File: src/rtl/rw_bus_responder_if.sv
// ---------------------------------------------------------------------------
// rw_bus_responder_if
//
// Cache-side read/write request bus between the data-cache arbiter
// (initiator, modport master) and a memory-side responder (modport slave).
//
// Signals:
//   req      initiator -> responder  byte address (address beat) or write data
//   reqtag   initiator -> responder  tag, MSB=1 read, MSB=0 write
//   reqcyc   initiator -> responder  request beat valid
//   reqack   responder -> initiator  one-cycle pulse, request beat accepted
//   resp     responder -> initiator  response data (all ones when idle)
//   resptag  responder -> initiator  echo of the accepted tag
//   respcyc  responder -> initiator  response beat valid
//   respack  initiator -> responder  current response beat accepted
// ---------------------------------------------------------------------------
interface rw_bus_responder_if #(
  parameter int WIDTH     = 64,
  parameter int TAG_WIDTH = 13
);
  logic [WIDTH-1:0]     req;
  logic [TAG_WIDTH-1:0] reqtag;
  logic                 reqcyc;
  logic                 reqack;
  logic [WIDTH-1:0]     resp;
  logic [TAG_WIDTH-1:0] resptag;
  logic                 respcyc;
  logic                 respack;

  modport master (
    output req, reqtag, reqcyc, respack,
    input  reqack, resp, resptag, respcyc
  );

  modport slave (
    input  req, reqtag, reqcyc, respack,
    output reqack, resp, resptag, respcyc
  );
endinterface

File: src/rtl/rw_bus_responder.sv
// ---------------------------------------------------------------------------
// rw_bus_responder
//
// Memory-side endpoint of the cache read/write request bus. Accepts one
// 8-word line transaction at a time. Reads fetch the line from a synchronous
// memory (1-cycle read latency) into a line buffer and then return 8 beats;
// writes take 8 data beats straight into memory and return one completion
// beat with resp=0.
//
// Ports:
//   clk        rising-edge clock
//   reset      synchronous, active-low reset
//   bus        request/response bus (slave modport)
//   mem_addr   memory word address
//   mem_re     memory read strobe (data returns on mem_rdata one cycle later)
//   mem_we     memory write strobe
//   mem_wdata  memory write data
//   mem_rdata  memory read data
// ---------------------------------------------------------------------------
module rw_bus_responder #(
  parameter int WIDTH          = 64,
  parameter int TAG_WIDTH      = 13,
  parameter int MEM_ADDR_WIDTH = 16
) (
  input  logic                      clk,
  input  logic                      reset,
  rw_bus_responder_if.slave         bus,
  output logic [MEM_ADDR_WIDTH-1:0] mem_addr,
  output logic                      mem_re,
  output logic                      mem_we,
  output logic [WIDTH-1:0]          mem_wdata,
  input  logic [WIDTH-1:0]          mem_rdata
);

  // Line number = word address without its 3 word-in-line bits.
  localparam int LINE_W = MEM_ADDR_WIDTH - 3;

  typedef enum logic [2:0] {
    IDLE     = 3'd0,
    RD_FETCH = 3'd1,
    RD_SEND  = 3'd2,
    WR_DATA  = 3'd3,
    WR_RESP  = 3'd4
  } state_t;

  state_t               state_q,     state_d;
  logic [2:0]           cnt_q,       cnt_d;       // beat counter k
  logic                 issued_q,    issued_d;    // all 8 reads issued
  logic                 cap_vld_q,   cap_vld_d;   // mem_rdata valid this cycle
  logic [2:0]           cap_idx_q,   cap_idx_d;   // line slot for mem_rdata
  logic [LINE_W-1:0]    base_q,      base_d;
  logic [TAG_WIDTH-1:0] tag_q,       tag_d;
  logic                 reqack_q,    reqack_d;
  logic                 mem_re_q,    mem_re_d;
  logic                 mem_we_q,    mem_we_d;
  logic [MEM_ADDR_WIDTH-1:0] mem_addr_q, mem_addr_d;
  logic [WIDTH-1:0]     mem_wdata_q, mem_wdata_d;

  logic [WIDTH-1:0]     line_buf [0:7];
  logic [WIDTH-1:0]     resp_c;

  // Byte-offset bits and address bits above the memory are intentionally
  // dropped (line aligned, upper bits alias).
  logic unused_req_bits;
  assign unused_req_bits = ^{bus.req[WIDTH-1:MEM_ADDR_WIDTH+3], bus.req[5:0]};

  always_comb begin
    state_d     = state_q;
    cnt_d       = cnt_q;
    issued_d    = issued_q;
    base_d      = base_q;
    tag_d       = tag_q;
    reqack_d    = 1'b0;
    mem_re_d    = 1'b0;
    mem_we_d    = 1'b0;
    mem_addr_d  = mem_addr_q;
    mem_wdata_d = mem_wdata_q;
    // Read data follows mem_re by exactly one cycle; remember which slot.
    cap_vld_d   = mem_re_q;
    cap_idx_d   = mem_addr_q[2:0];

    case (state_q)
      IDLE: begin
        // While reqack is high the current reqcyc belongs to the beat just
        // accepted, so it must not be taken again.
        if (bus.reqcyc && !reqack_q) begin
          reqack_d = 1'b1;
          base_d   = bus.req[MEM_ADDR_WIDTH+2:6];
          tag_d    = bus.reqtag;
          cnt_d    = 3'd0;
          issued_d = 1'b0;
          state_d  = bus.reqtag[TAG_WIDTH-1] ? RD_FETCH : WR_DATA;
        end
      end

      RD_FETCH: begin
        if (!issued_q) begin
          mem_re_d   = 1'b1;
          mem_addr_d = {base_q, cnt_q};
          cnt_d      = cnt_q + 3'd1;     // wraps to 0, ready for RD_SEND
          if (cnt_q == 3'd7) begin
            issued_d = 1'b1;
          end
        end
        if (cap_vld_q && (cap_idx_q == 3'd7)) begin
          state_d = RD_SEND;
        end
      end

      RD_SEND: begin
        if (bus.respack) begin
          cnt_d = cnt_q + 3'd1;
          if (cnt_q == 3'd7) begin
            state_d = IDLE;
          end
        end
      end

      WR_DATA: begin
        if (bus.reqcyc && !reqack_q) begin
          reqack_d    = 1'b1;
          mem_we_d    = 1'b1;
          mem_addr_d  = {base_q, cnt_q};
          mem_wdata_d = bus.req;
          cnt_d       = cnt_q + 3'd1;
          if (cnt_q == 3'd7) begin
            state_d = WR_RESP;
          end
        end
      end

      WR_RESP: begin
        if (bus.respack) begin
          state_d = IDLE;
        end
      end

      default: state_d = IDLE;
    endcase
  end

  always_ff @(posedge clk) begin
    if (!reset) begin
      state_q     <= IDLE;
      cnt_q       <= 3'd0;
      issued_q    <= 1'b0;
      cap_vld_q   <= 1'b0;
      cap_idx_q   <= 3'd0;
      base_q      <= '0;
      tag_q       <= '0;
      reqack_q    <= 1'b0;
      mem_re_q    <= 1'b0;
      mem_we_q    <= 1'b0;
      mem_addr_q  <= '0;
      mem_wdata_q <= '0;
    end else begin
      state_q     <= state_d;
      cnt_q       <= cnt_d;
      issued_q    <= issued_d;
      cap_vld_q   <= cap_vld_d;
      cap_idx_q   <= cap_idx_d;
      base_q      <= base_d;
      tag_q       <= tag_d;
      reqack_q    <= reqack_d;
      mem_re_q    <= mem_re_d;
      mem_we_q    <= mem_we_d;
      mem_addr_q  <= mem_addr_d;
      mem_wdata_q <= mem_wdata_d;
    end
  end

  // Line buffer contents are don't-care after reset, so no reset here.
  always_ff @(posedge clk) begin
    if (cap_vld_q) begin
      line_buf[cap_idx_q] <= mem_rdata;
    end
  end

  always_comb begin
    resp_c = '1;
    if (state_q == RD_SEND) begin
      resp_c = line_buf[cnt_q];
    end else if (state_q == WR_RESP) begin
      resp_c = '0;
    end
  end

  assign bus.reqack  = reqack_q;
  assign bus.respcyc = (state_q == RD_SEND) || (state_q == WR_RESP);
  assign bus.resp    = resp_c;
  assign bus.resptag = tag_q;
  assign mem_addr    = mem_addr_q;
  assign mem_re      = mem_re_q;
  assign mem_we      = mem_we_q;
  assign mem_wdata   = mem_wdata_q;

endmodule
File: src/flat_wrapper.sv
// flat-port wrapper written by rule: the top's interface ports become plain ports
module rw_bus_responder_flat 
#(
  parameter int WIDTH          = 64,
  parameter int TAG_WIDTH      = 13,
  parameter int MEM_ADDR_WIDTH = 16
)
  (clk, reset, mem_addr, mem_re, mem_we, mem_wdata, mem_rdata, bus_req, bus_reqtag, bus_reqcyc, bus_respack, bus_reqack, bus_resp, bus_resptag, bus_respcyc);
  rw_bus_responder_if #(.WIDTH(WIDTH), .TAG_WIDTH(TAG_WIDTH)) bus_i ();
  input  logic clk;
  input  logic reset;
  output logic [MEM_ADDR_WIDTH-1:0] mem_addr;
  output logic mem_re;
  output logic mem_we;
  output logic [WIDTH-1:0] mem_wdata;
  input  logic [WIDTH-1:0] mem_rdata;
  input wire logic [$bits(bus_i.req)-1:0] bus_req;
  input wire logic [$bits(bus_i.reqtag)-1:0] bus_reqtag;
  input wire logic [$bits(bus_i.reqcyc)-1:0] bus_reqcyc;
  input wire logic [$bits(bus_i.respack)-1:0] bus_respack;
  output wire logic [$bits(bus_i.reqack)-1:0] bus_reqack;
  output wire logic [$bits(bus_i.resp)-1:0] bus_resp;
  output wire logic [$bits(bus_i.resptag)-1:0] bus_resptag;
  output wire logic [$bits(bus_i.respcyc)-1:0] bus_respcyc;
  assign bus_i.req = bus_req;
  assign bus_i.reqtag = bus_reqtag;
  assign bus_i.reqcyc = bus_reqcyc;
  assign bus_i.respack = bus_respack;
  assign bus_reqack = bus_i.reqack;
  assign bus_resp = bus_i.resp;
  assign bus_resptag = bus_i.resptag;
  assign bus_respcyc = bus_i.respcyc;
  rw_bus_responder #(.WIDTH(WIDTH), .TAG_WIDTH(TAG_WIDTH), .MEM_ADDR_WIDTH(MEM_ADDR_WIDTH)) u_core (.clk(clk), .reset(reset), .bus(bus_i), .mem_addr(mem_addr), .mem_re(mem_re), .mem_we(mem_we), .mem_wdata(mem_wdata), .mem_rdata(mem_rdata));
endmodule
File: config.mk
export PLATFORM = sky130hd
export DESIGN_NAME = rw_bus_responder_flat
export DESIGN_NICKNAME = d
export VERILOG_FILES = /design/src/rtl/rw_bus_responder_if.sv /design/src/rtl/rw_bus_responder.sv /design/src/flat_wrapper.sv
export SDC_FILE = /design/constraint.sdc
export NUM_CORES = 1
export LEC_CHECK = 0
export ABC_AREA = 1
export ABC_CLOCK_PERIOD_IN_PS = 5500
export CAP_MARGIN = 20
export CORE_MARGIN = 8
export CORE_UTILIZATION = 40
export CTS_CLUSTER_SIZE = 16
export DETAILED_ROUTE_END_ITERATION = 10
export SYNTH_ARGS = -nofsm -noshare
export SYNTH_HDL_FRONTEND = slang
export SYNTH_SLANG_ARGS = --single-unit
File: constraint.sdc
create_clock -name clk -period 5.5 [get_ports clk]
set_input_delay 1.1 -clock clk [delete_from_list [all_inputs] [get_ports clk]]
set_output_delay 1.1 -clock clk [all_outputs]
set_load 0.1 [all_outputs]
==> out/qor.csv <==
metric,value,unit
status,"finished, final reports clean",
cp_cell_sequence,inv_4 -> nor2_1 -> nor2_1 -> o21ai_0 -> nand2_1 -> nor2_1 -> o21ai_1 -> clkdlybuf4s50_1,
syn_nets,2579,
fin_crit_sh,83.7,%
power.internal,9.72,mW
irDropWorstVdd,0.000335,V
vias_per_cell,5.04,
grt_max_degree,217,
cp_max_fo,50,
grt_overflow,0,
required,4400,ps
antenna_found_initial,4,
netlist_instances,2432,
rsz0062_at_grt,false,
cp-start-kind,flop,
postCtsSetupBuffers,0,
clkTransAtPathRegs,60,ps
cts_hold_buffers,0,
layout_commonest_cell,nor2_1,
post_drt_wl_per_cell,19.7,microns
cts_root_buffer,clkbuf_16,
synthArstFlopShare,0,%
drt-total-wl,70900,microns
fin_setup_tns,0,ps
cts_tree,done,
cp_common_cell,nor2_1,
final_util,49.2,%
yosys_warnings,0,
fp-row-count,93,
crit_type,flop to output port,
io_buffer_count,305,
cap_viol_max_count,0,
grt_pass1_wl,107000,microns
antenna_left,0,
gp_congestion,0.831,
syn_to_final_growth,22.6,%
clock_latency,600,ps
ys_types,25,
core,0.0640,sq mm
cpMaxStageDelayCell,clkdlybuf4s50_1,
dr.pass1.iters,5,
grt_usage,18.8,%
timing.slew.headroom,26.2,%
die_y,269,microns
dpl.hpwl,40400,microns
drive_gt1_share,8.19,%
powerDensity,549,mW/mm^2
p_switching,7.55,mW
clkSinkCount,635,
synth_edf_count,512,
clock_skew,18.2,ps
syn_area_per_cell,10.6,sq um
cts_buffer_depth,3,
htree_num_levels,3,
tightest_slew,1100,ps
synth_flop_cell,edfxtp_1,
end_kind,output port,
hold_viol_final,0,
cp_data_arrival_time,3500,ps
combPwrFrac,41.0,%
final_cell_mix,"676 x nor2_1, 512 x edfxtp_1, 288 x nand2_1",
worstHoldPathType,flop to flop,
slew_viol_final,0,
critPathMaxStageDelay,1230,ps
nets,2841,
drt-initial-drc-count,1415,
drcViolationCount,0,
period_minus_slack,4600,ps
syn_area,0.0257,sq mm
ys_ff_latch,635,
initial_core_util,40.1,%
switching_share,43.7,%
seq_power_share,32.6,%
ioPinCount,306,
setup_viol,0,
p_clk_share,26.4,%
total_leakage_power,11.2,nW
post_cts_resized,0,
dieArea,0.0726,sq mm
grt_pass1_vias,18086,
fmax,0.217,GHz
via_count,18181,
cts_buffers,71,
yosysSeqAreaShare,69.4,%
die_w,269,microns
## Yosys cell counts (19+ instances only)
| library cell | n | share of area [%] |
|---|---|---|
| edfxtp_1 | 512 | 60 |
| inv_1 | 149 | 2.2 |
| buf_1 | 21 | 0.31 |
| clkbuf_1 | 49 | 0.72 |
| nor2_1 | 684 | 10 |
| buf_2 | 52 | 1.0 |
| o21ai_0 | 169 | 3.3 |
| dfxtp_1 | 123 | 9.6 |
| nand2_1 | 289 | 4.2 |
| o211ai_1 | 64 | 1.9 |
| o21ai_1 | 130 | 2.5 |
| nand3_1 | 137 | 2.7 |
| buf_6 | 19 | 0.83 |
## metal layers
metal | GRT usage [%] | vias to the layer above | share of wire (%) | wire length (microns)
met5 | 0 | - | 0.038 | 27
met4 | 5.18 | 4 | 1.7 | 1190
met3 | 5.66 | 83 | 8.6 | 6070
met2 | 30.9 | 595 | 47 | 33300
met1 | 24.1 | 8795 | 43 | 30400
li1 | - | 8704 | - | -
## final timing paths
kind / slack (ps) / end / from / cells past startpoint
worst max-delay path: 900 / bus_resp[3] / flop / 8
worst min-delay path: 450 / u_core.cap_idx_q[2] / u_core.mem_addr[2] / 2
worst max register to register: 2970 / u_core.line_buf[0][32] / u_core.cap_vld_q / 3
worst min register to register: 450 / u_core.cap_idx_q[2] / u_core.mem_addr[2] / 2
## power by group through the flow
stage          combinational, mW  sequential (mW)  clock (mW)
2_1_floorplan               4.67             6.40           0
6_report                    7.09             5.62        4.57
3_5_place_dp                7.13             5.72           0
3_3_place_gp                7.06             5.71           0
5_1_grt                     7.61             5.66        4.84
4_1_cts                     7.15             5.63        4.67
## registers in the layout, indices dropped and copies added (netlist names), 3 cells and up, named ones only
| register | flops |
|---|---|
| u_core.mem_wdata | 64 |
| u_core.state_q | 3 |
| u_core.cnt_q | 3 |
| u_core.bus.resptag | 13 |
| u_core.mem_addr | 16 |
| u_core.cap_idx_q | 3 |
| u_core.base_q | 13 |
| u_core.line_buf | 512 |
## final cells by class
cell class / instances / area [sq um]
Clock inverter: 24 / 188
Tap cell: 855 / 1070
Multi-Input combinational cell: 1488 / 6510
Antenna cell: 2 / 5.00
Clock buffer: 102 / 2040
Inverter: 157 / 597
Timing Repair Buffer: 341 / 3230
Sequential cell: 635 / 17800
Fill cell: 5717 / 32500
## critical path: cells and delay by family (launching register included)
kind	cells	cell delay, ps
buffers and inverters	2	1640
flip-flops	1	510
AO/OA/AOI/OAI	2	410
AND/OR/NAND/NOR	4	280
## kinds of logic after synthesis
group	Yosys count	synth area share, %
compound gates	368	7.86
fa+ha+maj	2	0.0974
buf+inv	309	5.48
flops	635	69.4
simple gates	1118	17.1
## metrics by stage
step	hold WS (ps)	area (sq um)	worst slack, ps	power [mW]	cells
after CTS	456	31500	850	17.4	3602
after floorplan	449	25700	1770	11.1	2432
after global placement	448	29300	1450	12.8	3476
final	455	31500	896	17.3	3604
after detailed placement	447	29300	1510	12.9	3476
after global routing	476	31500	686	18.1	3603
(Power assumes the default switching activity.)
